[src/rtl/ara_rst_seq.sv]
// ara_rst_seq: board reset sequencer for the CVA6+Ara SoC.
// Filters PLL lock, releases the fabric first and core/peripherals after a
// hold period, honours debug-module ndmreset, and records the reset cause.
module ara_rst_seq #(
  parameter int unsigned LockFilterCycles = 1024,
  parameter int unsigned HoldCycles       = 16,
  parameter int unsigned NdmHoldCycles    = 8
) (
  input  logic       clk_i,
  input  logic       rst_ni,
  input  logic       pll_locked_i,
  input  logic       ndmreset_i,
  output logic       fabric_rst_no,
  output logic       core_rst_no,
  output logic       periph_rst_no,
  output logic [2:0] state_o,
  output logic [1:0] rst_cause_o,
  output logic [7:0] lock_loss_cnt_o
);

  typedef enum logic [2:0] {
    ST_RESET       = 3'd0,
    ST_WAIT_LOCK   = 3'd1,
    ST_FABRIC_HOLD = 3'd2,
    ST_RUN         = 3'd3,
    ST_NDM_HOLD    = 3'd4
  } state_e;

  localparam logic [15:0] LockTarget = LockFilterCycles[15:0];
  localparam logic [15:0] HoldTarget = HoldCycles[15:0];
  localparam logic [15:0] NdmTarget  = NdmHoldCycles[15:0];

  localparam logic [1:0] CauseLockLoss = 2'b01;
  localparam logic [1:0] CauseNdm      = 2'b10;

  state_e      state_q, state_d;
  logic [1:0]  sync_q, sync_d;
  logic [15:0] cnt_q, cnt_d;
  logic        fabric_q, fabric_d;
  logic        core_q, core_d;
  logic        periph_q, periph_d;
  logic [1:0]  cause_q, cause_d;
  logic [7:0]  loss_cnt_q, loss_cnt_d;

  logic        lock_s;
  logic [15:0] cnt_inc;
  logic        lock_loss;

  assign lock_s  = sync_q[1];
  assign cnt_inc = cnt_q + 16'd1;

  // Register stage: synchronizer, FSM state, phase counter and all outputs.
  always_ff @(posedge clk_i or negedge rst_ni) begin
    if (!rst_ni) begin
      state_q    <= ST_RESET;
      sync_q     <= 2'b00;
      cnt_q      <= 16'd0;
      fabric_q   <= 1'b0;
      core_q     <= 1'b0;
      periph_q   <= 1'b0;
      cause_q    <= 2'b00;
      loss_cnt_q <= 8'd0;
    end else begin
      state_q    <= state_d;
      sync_q     <= sync_d;
      cnt_q      <= cnt_d;
      fabric_q   <= fabric_d;
      core_q     <= core_d;
      periph_q   <= periph_d;
      cause_q    <= cause_d;
      loss_cnt_q <= loss_cnt_d;
    end
  end

  // Next-state logic. The synchronizer stays cleared in RESET, so the
  // filter latency always counts from WAIT_LOCK entry. A lock loss
  // overrides any ndmreset decision made in the same cycle.
  always_comb begin
    state_d    = state_q;
    sync_d     = (state_q == ST_RESET) ? 2'b00 : {sync_q[0], pll_locked_i};
    cnt_d      = cnt_q;
    fabric_d   = fabric_q;
    core_d     = core_q;
    periph_d   = periph_q;
    cause_d    = cause_q;
    loss_cnt_d = loss_cnt_q;
    lock_loss  = 1'b0;

    case (state_q)
      ST_RESET: begin
        state_d  = ST_WAIT_LOCK;
        cnt_d    = 16'd0;
        fabric_d = 1'b0;
        core_d   = 1'b0;
        periph_d = 1'b0;
      end
      ST_WAIT_LOCK: begin
        if (!lock_s) begin
          cnt_d = 16'd0;
        end else if (cnt_inc == LockTarget) begin
          state_d  = ST_FABRIC_HOLD;
          cnt_d    = 16'd0;
          fabric_d = 1'b1;
        end else begin
          cnt_d = cnt_inc;
        end
      end
      ST_FABRIC_HOLD: begin
        if (!lock_s) begin
          lock_loss = 1'b1;
        end else if (ndmreset_i) begin
          cnt_d = 16'd0;
        end else if (cnt_inc == HoldTarget) begin
          state_d  = ST_RUN;
          cnt_d    = 16'd0;
          core_d   = 1'b1;
          periph_d = 1'b1;
        end else begin
          cnt_d = cnt_inc;
        end
      end
      ST_RUN: begin
        if (!lock_s) begin
          lock_loss = 1'b1;
        end else if (ndmreset_i) begin
          state_d  = ST_NDM_HOLD;
          cnt_d    = 16'd0;
          core_d   = 1'b0;
          periph_d = 1'b0;
          cause_d  = CauseNdm;
        end
      end
      ST_NDM_HOLD: begin
        if (!lock_s) begin
          lock_loss = 1'b1;
        end else if (ndmreset_i) begin
          cnt_d = 16'd0;
        end else if (cnt_inc == NdmTarget) begin
          state_d  = ST_RUN;
          cnt_d    = 16'd0;
          core_d   = 1'b1;
          periph_d = 1'b1;
        end else begin
          cnt_d = cnt_inc;
        end
      end
      default: begin
        state_d  = ST_RESET;
        cnt_d    = 16'd0;
        fabric_d = 1'b0;
        core_d   = 1'b0;
        periph_d = 1'b0;
      end
    endcase

    if (lock_loss) begin
      state_d  = ST_WAIT_LOCK;
      cnt_d    = 16'd0;
      fabric_d = 1'b0;
      core_d   = 1'b0;
      periph_d = 1'b0;
      cause_d  = CauseLockLoss;
      if (loss_cnt_q != 8'hFF) begin
        loss_cnt_d = loss_cnt_q + 8'd1;
      end
    end
  end

  assign fabric_rst_no   = fabric_q;
  assign core_rst_no     = core_q;
  assign periph_rst_no   = periph_q;
  assign state_o         = state_q;
  assign rst_cause_o     = cause_q;
  assign lock_loss_cnt_o = loss_cnt_q;

endmodule

[config.mk]
export PLATFORM = sky130hd
export DESIGN_NAME = ara_rst_seq
export DESIGN_NICKNAME = d
export VERILOG_FILES = /design/src/rtl/ara_rst_seq.sv
export SDC_FILE = /design/constraint.sdc
export NUM_CORES = 1
export LEC_CHECK = 0
export ABC_CLOCK_PERIOD_IN_PS = 3350
export CORE_ASPECT_RATIO = 0.9
export CORE_MARGIN = 2
export CORE_UTILIZATION = 54
export CTS_BUF_LIST = sky130_fd_sc_hd__clkbuf_4 sky130_fd_sc_hd__clkbuf_8
export DETAILED_ROUTE_END_ITERATION = 8
export PLACE_DENSITY = 0.9
export SLEW_MARGIN = 40
export SYNTH_ARGS = -nofsm -noshare
export SYNTH_HDL_FRONTEND = slang
export SYNTH_SLANG_ARGS = --single-unit
[constraint.sdc]
create_clock -name clk_i -period 3.35 [get_ports clk_i]
set_clock_uncertainty 0.2 [all_clocks]
set_input_delay 0.8375 -clock clk_i [delete_from_list [all_inputs] [get_ports clk_i]]
set_output_delay 0.8375 -clock clk_i [all_outputs]
set_load 0.03 [all_outputs]
==> results.py, run 1 <==
metrics = {
    "timing": {
        "period_share": 0.955,
        "max_freq_mhz": 313,
        "min_period_ps": 3200,
        "worst_slack_ps": 152,
        "slew_headroom": 0.523,
        "hold_violations": 0,
        "tightest_slew_ps": 715,
        "tns_ps": 0,
        "final-setup-viol-count": 0,
        "maxSlewViolCount": 0,
    },
    "placed_design": {
        "dpl.hpwl_mm": 3.80,
        "dp_cells": 314,
        "port_buffers": 19,
        "place_ws_ps": 3.73,
        "gp_congestion": 0.950,
    },
    "drt": {
        "vias": 2093,
        "drc_errors": 0,
        "wl_per_cell_um": 16.6,
        "drtIter0Drc": 158,
        "wl_mm": 5.33,
        "first_pass_iters": 4,
        "antenna_left": 0,
        "vias_per_cell": 6.50,
    },
    "clocking": {
        "clkTransAtPathRegs_ps": 70,
        "cts_root_buf": "clkbuf_8",
        "cts_inserted_buffers": 5,
        "htreeDepth": 2,
        "clock-sinks": 33,
        "clockBufferDepth": 2,
        "cts_tree": "done",
        "clk_latency_ps": 290,
    },
    "critical_path": {
        "endpoint": "cnt_q[14]",
        "cp-start-kind": "flip-flop",
        "critPathBufInv": 2,
        "path_cells": "ha_2 -> nand4_1 -> or2_4 -> o211ai_1 -> a311oi_1 -> a311o_1 -> a31oi_2 -> buf_6 -> inv_1 -> o311ai_0",
        "cp_top_family": "compound AO/OA/AOI/OAI gates",
        "crit_required_ps": 3320,
        "max_stage_delay_ps": 430,
        "cp.arrival_ps": 3170,
        "cp-end-kind": "flip-flop",
        "path_class": "flip-flop to flip-flop",
        "timing.rr.end": "cnt_q[14]",
        "critPathMaxFanout": 22,
        "regToRegSetupSlack_ps": 150,
        "setup.worst_path.start": "cnt_q[0]",
        "crit_slowest_cell": "dfrtp_1",
        "worstReg2RegStart": "cnt_q[0]",
        "cp.depth": 10,
        "ff2ff_path_depth": 10,
    },
    "global_route": {
        "antenna_found_initial": 0,
        "grt_max_degree": 34,
        "globalRouteOverflowTotal": 0,
        "grt_pass1_vias": 1951,
        "grt_pass1_wl_mm": 9.00,
        "grt.total_usage": 0.251,
    },
    "floorplan": {
        "fp.dieH_um": 63.8,
        "fp.dieArea_um2": 4490,
        "core_area_um2": 3760,
        "fp.dieW_um": 70.4,
        "initial_core_util": 0.570,
        "ioPinCount": 20,
        "fp-row-count": 21,
    },
    "min_path": {
        "hold_start": "sync_q[0]",
        "min_path_type": "flip-flop to flip-flop",
    },
    "final_layout": {
        "layout.cells.non_filler": 322,
        "drive_gt1_frac": 0.141,
        "final_net_count": 281,
        "final_common_cell": "dfrtp_1",
        "syn2layout_area_growth_pct": 19.0,
        "final_cell_mix": "dfrtp_1, nand2_1, clkdlybuf4s50_1, buf_4, nand3_1",
        "diodes": 0,
    },
    "logic_synthesis": {
        "ys.flop_type": "dfrtp_1",
        "yosysTopAreaCellShare": 0.386,
        "async_flop_share": 1.00,
        "synth_largest_area_cell": "dfrtp_1",
        "syn_nets": 255,
        "ys_ff_latch": 33,
        "yosysSeqAreaShare": 0.386,
        "synth-edff-count": 0,
        "yosys_warnings": 0,
        "ys_types": 54,
        "synth_area_leaders": "dfrtp_1, nand2_1, nand3_1, xnor2_1, a31oi_1",
        "syn-cell-area_um2": 2140,
        "syn_inst": 249,
        "avgSynthCellArea_um2": 8.60,
    },
    "pwr": {
        "powerDensity_nw_per_um2": 324,
        "p_leak_nw": 1.04,
        "irDropWorstVdd_v": 0.000276,
    },
    "run": {
        "cap_violations": 0,
    },
    "run_status": {
        "status": "completed",
    },
}
-- what timing repair did --
action / in CTS / in global routing
hold buffers: 0 / 0
endpoints found under the hold margin: 0 / 0
setup endpoints to repair: 0 / 12
resized for setup: 0 / 7
setup buffers: 0 / 0
-- worst min-delay path by stage --
stage	to	slack, ps	cells past startpoint
after CTS	sync_q[1]	290	1
after global placement	sync_q[1]	250	1
after global routing	sync_q[1]	330	1
after floorplan	sync_q[1]	240	1
final	sync_q[1]	290	1
after detailed placement	sync_q[1]	280	1
-- cells by family (layout without fill, tap and decap cells) --
kind of cell | count (synthesis) | count (layout) | synth area share
AO/OA/AOI/OAI | 70 | 70 | 0.237
XOR/XNOR | 11 | 11 | 0.0450
adder cells (fa/ha/maj) | 2 | 2 | 0.0117
buffers and inverters | 27 | 54 | 0.0578
flip-flops | 33 | 33 | 0.386
multiplexers | 2 | 2 | 0.00993
AND/OR/NAND/NOR | 104 | 104 | 0.253
-- where the power goes --
group | total [mW] | internal [mW] | switching (mW) | leakage [nW]
Sequential | 0.426 | 0.412 | 0.0144 | 0.441
Combinational | 0.104 | 0.0421 | 0.0622 | 0.560
Clock | 0.295 | 0.143 | 0.152 | 0.0439
-- metal layers --
layer  vias to the layer above  part of all wire  wire [um]  global-route usage
li1                        980                 -          -                   -
met5                         -                 0          0                   0
met3                        12             0.070        372              0.0473
met2                       106              0.49       2600               0.396
met1                       995              0.43       2270               0.344
met4                         0             0.016         86              0.0986
-- metrics by stage --
step	hold WS [ps]	cell area (um^2)	total power, mW	utilization
5_1_grt	326	2550	0.857	0.678
4_1_cts	289	2520	0.825	0.671
3_3_place_gp	247	2430	0.528	0.648
2_1_floorplan	239	2140	0.499	-
3_5_place_dp	284	2430	0.535	0.648
6_report	286	2550	0.825	0.678
-- Yosys cell counts (2+ instances only) --
cell,n
nand3_1,16
o21bai_1,4
a21o_1,2
a22o_1,4
a21oi_1,10
o211ai_1,3
inv_1,9
nand4_1,7
xnor2_1,7
buf_2,2
nand3_2,2
o22ai_1,3
xor2_1,4
nor3_1,11
clkbuf_1,11
or3_1,3
nor2b_1,5
nor2_1,13
nor4b_1,2
buf_4,3
a31oi_1,9
and3_1,3
ha_1,2
a211oi_1,2
nand2b_1,3
o21ai_0,11
dfrtp_1,33
a311o_1,2
nand4b_1,2
o21a_1,3
o311ai_0,2
nor4_1,2
or4_1,2
nand2_1,28
a21boi_1,2
a41oi_1,3
or2_2,2
-- final cells by class --
cell class                 count  area (um^2)
tap                           46         57.6
sequential                    33          827
inverter                       9         33.8
timing repair buffer          37          329
clock buffer                   5         68.8
clock inverter                 3         17.5
fill                         305         1210
multi-input combinational    189         1210
-- flip-flops by register name (all words and copies together) (netlist names) --
signal,cells
cnt_q,16
fabric_rst_no,1
lock_loss_cnt_o,8
periph_rst_no,1
rst_cause_o,2
state_o,3
sync_q,2
Note: power is estimated with default switching activity, not from simulation.
==> run 2: changes to the inputs <==
ABC_AREA = 1   (was default)
CORE_MARGIN = 3   (was 2)
==> results.py, run 2 <==
metrics = {
    "clocking": {
        "cts_resized": 0,
        "postCtsSetupRepairBufs": 0,
        "htreeDepth": 2,
        "clkTransAtPathRegs_ps": 70,
        "clk_latency_ps": 300,
        "cts_tree": "done",
        "clockBufferDepth": 2,
        "cts_inserted_buffers": 5,
        "hold_buffers": 0,
        "cts_root_buf": "clkbuf_8",
        "clock-sinks": 33,
    },
    "logic_synthesis": {
        "synth-edff-count": 0,
        "yosysTopAreaCellShare": 0.373,
        "synth_area_leaders": "dfrtp_1, nand2_1, nor2_1, nand3_1, inv_1",
        "syn-cell-area_um2": 2210,
        "ys_types": 30,
        "synth_largest_area_cell": "dfrtp_1",
        "avgSynthCellArea_um2": 6.85,
        "async_flop_share": 1.00,
        "yosysMostFrequentCell": "nand2_1",
        "ys.flop_type": "dfrtp_1",
        "netlist_top_cells_count": "nand2_1, nor2_1, dfrtp_1",
        "syn_nets": 329,
        "syn_inst": 323,
        "yosysSeqAreaShare": 0.373,
        "yosys_warnings": 0,
        "ys_ff_latch": 33,
    },
    "placed_design": {
        "port_buffers": 19,
        "dpl.hpwl_mm": 3.69,
        "place_area_um2": 2440,
        "place_ws_ps": 798,
        "dp_cells": 385,
        "gp_congestion": 0.940,
    },
    "final_layout": {
        "fin_area_um2": 2560,
        "final_common_cell": "nand2_1",
        "fillers": 328,
        "largest_reg_flops": 16,
        "layout.cells.non_filler": 393,
        "final_cell_mix": "nand2_1, nor2_1, dfrtp_1, inv_1, nand3_1",
        "syn2layout_area_growth_pct": 15.7,
        "top_register": "cnt_q",
        "diodes": 0,
        "final_net_count": 352,
        "fin_util": 0.668,
        "drive_gt1_frac": 0.112,
    },
    "global_route": {
        "grt_pass1_wl_mm": 8.71,
        "grt_pass1_vias": 1958,
        "grt.total_usage": 0.232,
        "grt_max_degree": 34,
        "antenna_found_initial": 0,
        "globalRouteOverflowTotal": 0,
    },
    "critical_path": {
        "cp.arrival_ps": 2560,
        "critPathMaxFanout": 7,
        "regToRegSetupSlack_ps": 780,
        "cp-start-kind": "flip-flop",
        "worstReg2RegStart": "cnt_q[1]",
        "cp-end-kind": "flip-flop",
        "ff2ff_path_depth": 14,
        "path_class": "flip-flop to flip-flop",
        "crit_required_ps": 3340,
        "timing.rr.end": "state_o[1]",
    },
    "pwr": {
        "combPwrFrac": 0.042,
        "irDropWorstVdd_v": 0.000216,
        "p_leak_nw": 1.24,
        "switching_share": 0.215,
        "total_power_mw": 0.846,
        "power.internal_mw": 0.664,
        "p_sw_mw": 0.182,
        "clock_power_share": 0.475,
        "seqPwrFrac": 0.483,
        "powerDensity_nw_per_um2": 330,
    },
    "drt": {
        "wl_mm": 5.11,
        "first_pass_iters": 5,
        "vias_per_cell": 5.42,
        "antenna_left": 0,
        "drc_errors": 0,
        "vias": 2130,
        "wl_per_cell_um": 13.0,
        "drtIter0Drc": 178,
    },
    "floorplan": {
        "ioPinCount": 20,
        "initial_core_util": 0.577,
        "fp-row-count": 21,
        "fp.dieH_um": 66.7,
        "core_area_um2": 3840,
        "fp.dieW_um": 73.5,
        "fp.dieArea_um2": 4900,
    },
    "timing": {
        "tightest_slew_ps": 415,
        "maxSlewViolCount": 0,
        "rsz0062_at_grt": "false",
        "worst_hold_slack_ps": 295,
        "slew_headroom": 0.723,
        "worst_slack_ps": 781,
        "final-setup-viol-count": 0,
        "max_freq_mhz": 389,
        "min_period_ps": 2570,
        "hold_violations": 0,
        "period_share": 0.767,
        "tns_ps": 0,
    },
    "min_path": {
        "min_to": "fabric_rst_no",
        "whs_path_depth": 2,
        "min_path_type": "flip-flop to flip-flop",
        "hold_start": "fabric_rst_no",
    },
    "run": {
        "cap_violations": 0,
    },
    "run_status": {
        "status": "completed",
    },
}
## run 2: cell count changes after synthesis, sizes merged, moves of 4 or more
cell / change
a21oi: -6
a22o: -4
a31oi: -9
clkbuf: -10
inv: +20
nand2: +107
nand3: +9
nand3b: +4
nand4: +5
nor2: +33
nor2b: -5
nor3: -8
## run 2: how the worst max path moves through the flow
stage	startpoint	end	slack, ps	depth (start not counted)
5_1_grt	cnt_q[1]	cnt_q[9]	490	14
2_1_floorplan	cnt_q[0]	cnt_q[11]	1120	18
6_report	cnt_q[1]	state_o[1]	780	14
4_1_cts	cnt_q[0]	cnt_q[9]	810	14
3_5_place_dp	ndmreset_i	state_o[1]	800	7
3_3_place_gp	ndmreset_i	state_o[2]	840	9
## run 2: worst max-delay path, stage by stage, from the launching register on
cell      delay, ps
dfrtp_1         410
ha_1            320
nand2_1         150
nor2_4          180
nand3b_1         90
nand2_1         100
nand2_1         100
nor2_1          140
nand2_1          90
nor2_1          150
nand3_1         130
a21oi_2         180
nand2_1         110
nand2_1          70
nand2_1          50
## run 2: layer usage
layer	global-route usage	vias up	part of all wire
met5	0	-	0
met1	0.281	974	0.43
li1	-	1064	-
met4	0.0814	0	0.019
met3	0.0664	12	0.063
met2	0.389	80	0.49
## run 2: logic make-up after synthesis
group,Yosys count,synth area share
xor+xnor,8,0.0317
fa+ha+maj,2,0.0113
buf+inv,35,0.0684
simple gates,228,0.466
flops,33,0.373
compound gates,17,0.0497
## run 2: cell type report
class | instances | area, um^2 | area share
well taps | 46 | 57.6 | 0.0225
multi-input cells | 255 | 1240 | 0.483
repair buffers | 22 | 213 | 0.0830
inverters | 29 | 109 | 0.0425
clock buffers | 7 | 90.1 | 0.0352
flip-flops and latches | 33 | 826 | 0.322
clock inverters | 1 | 30.0 | 0.0117
## run 2: power groups by stage
stage                     clock network (mW)  registers (mW)  logic (mW)
after floorplan                            0           0.413      0.0217
final                                  0.402           0.408      0.0358
after global placement                     0           0.415      0.0341
after CTS                              0.404           0.408      0.0362
after detailed placement                   0           0.416      0.0358
after global routing                   0.429           0.409      0.0406
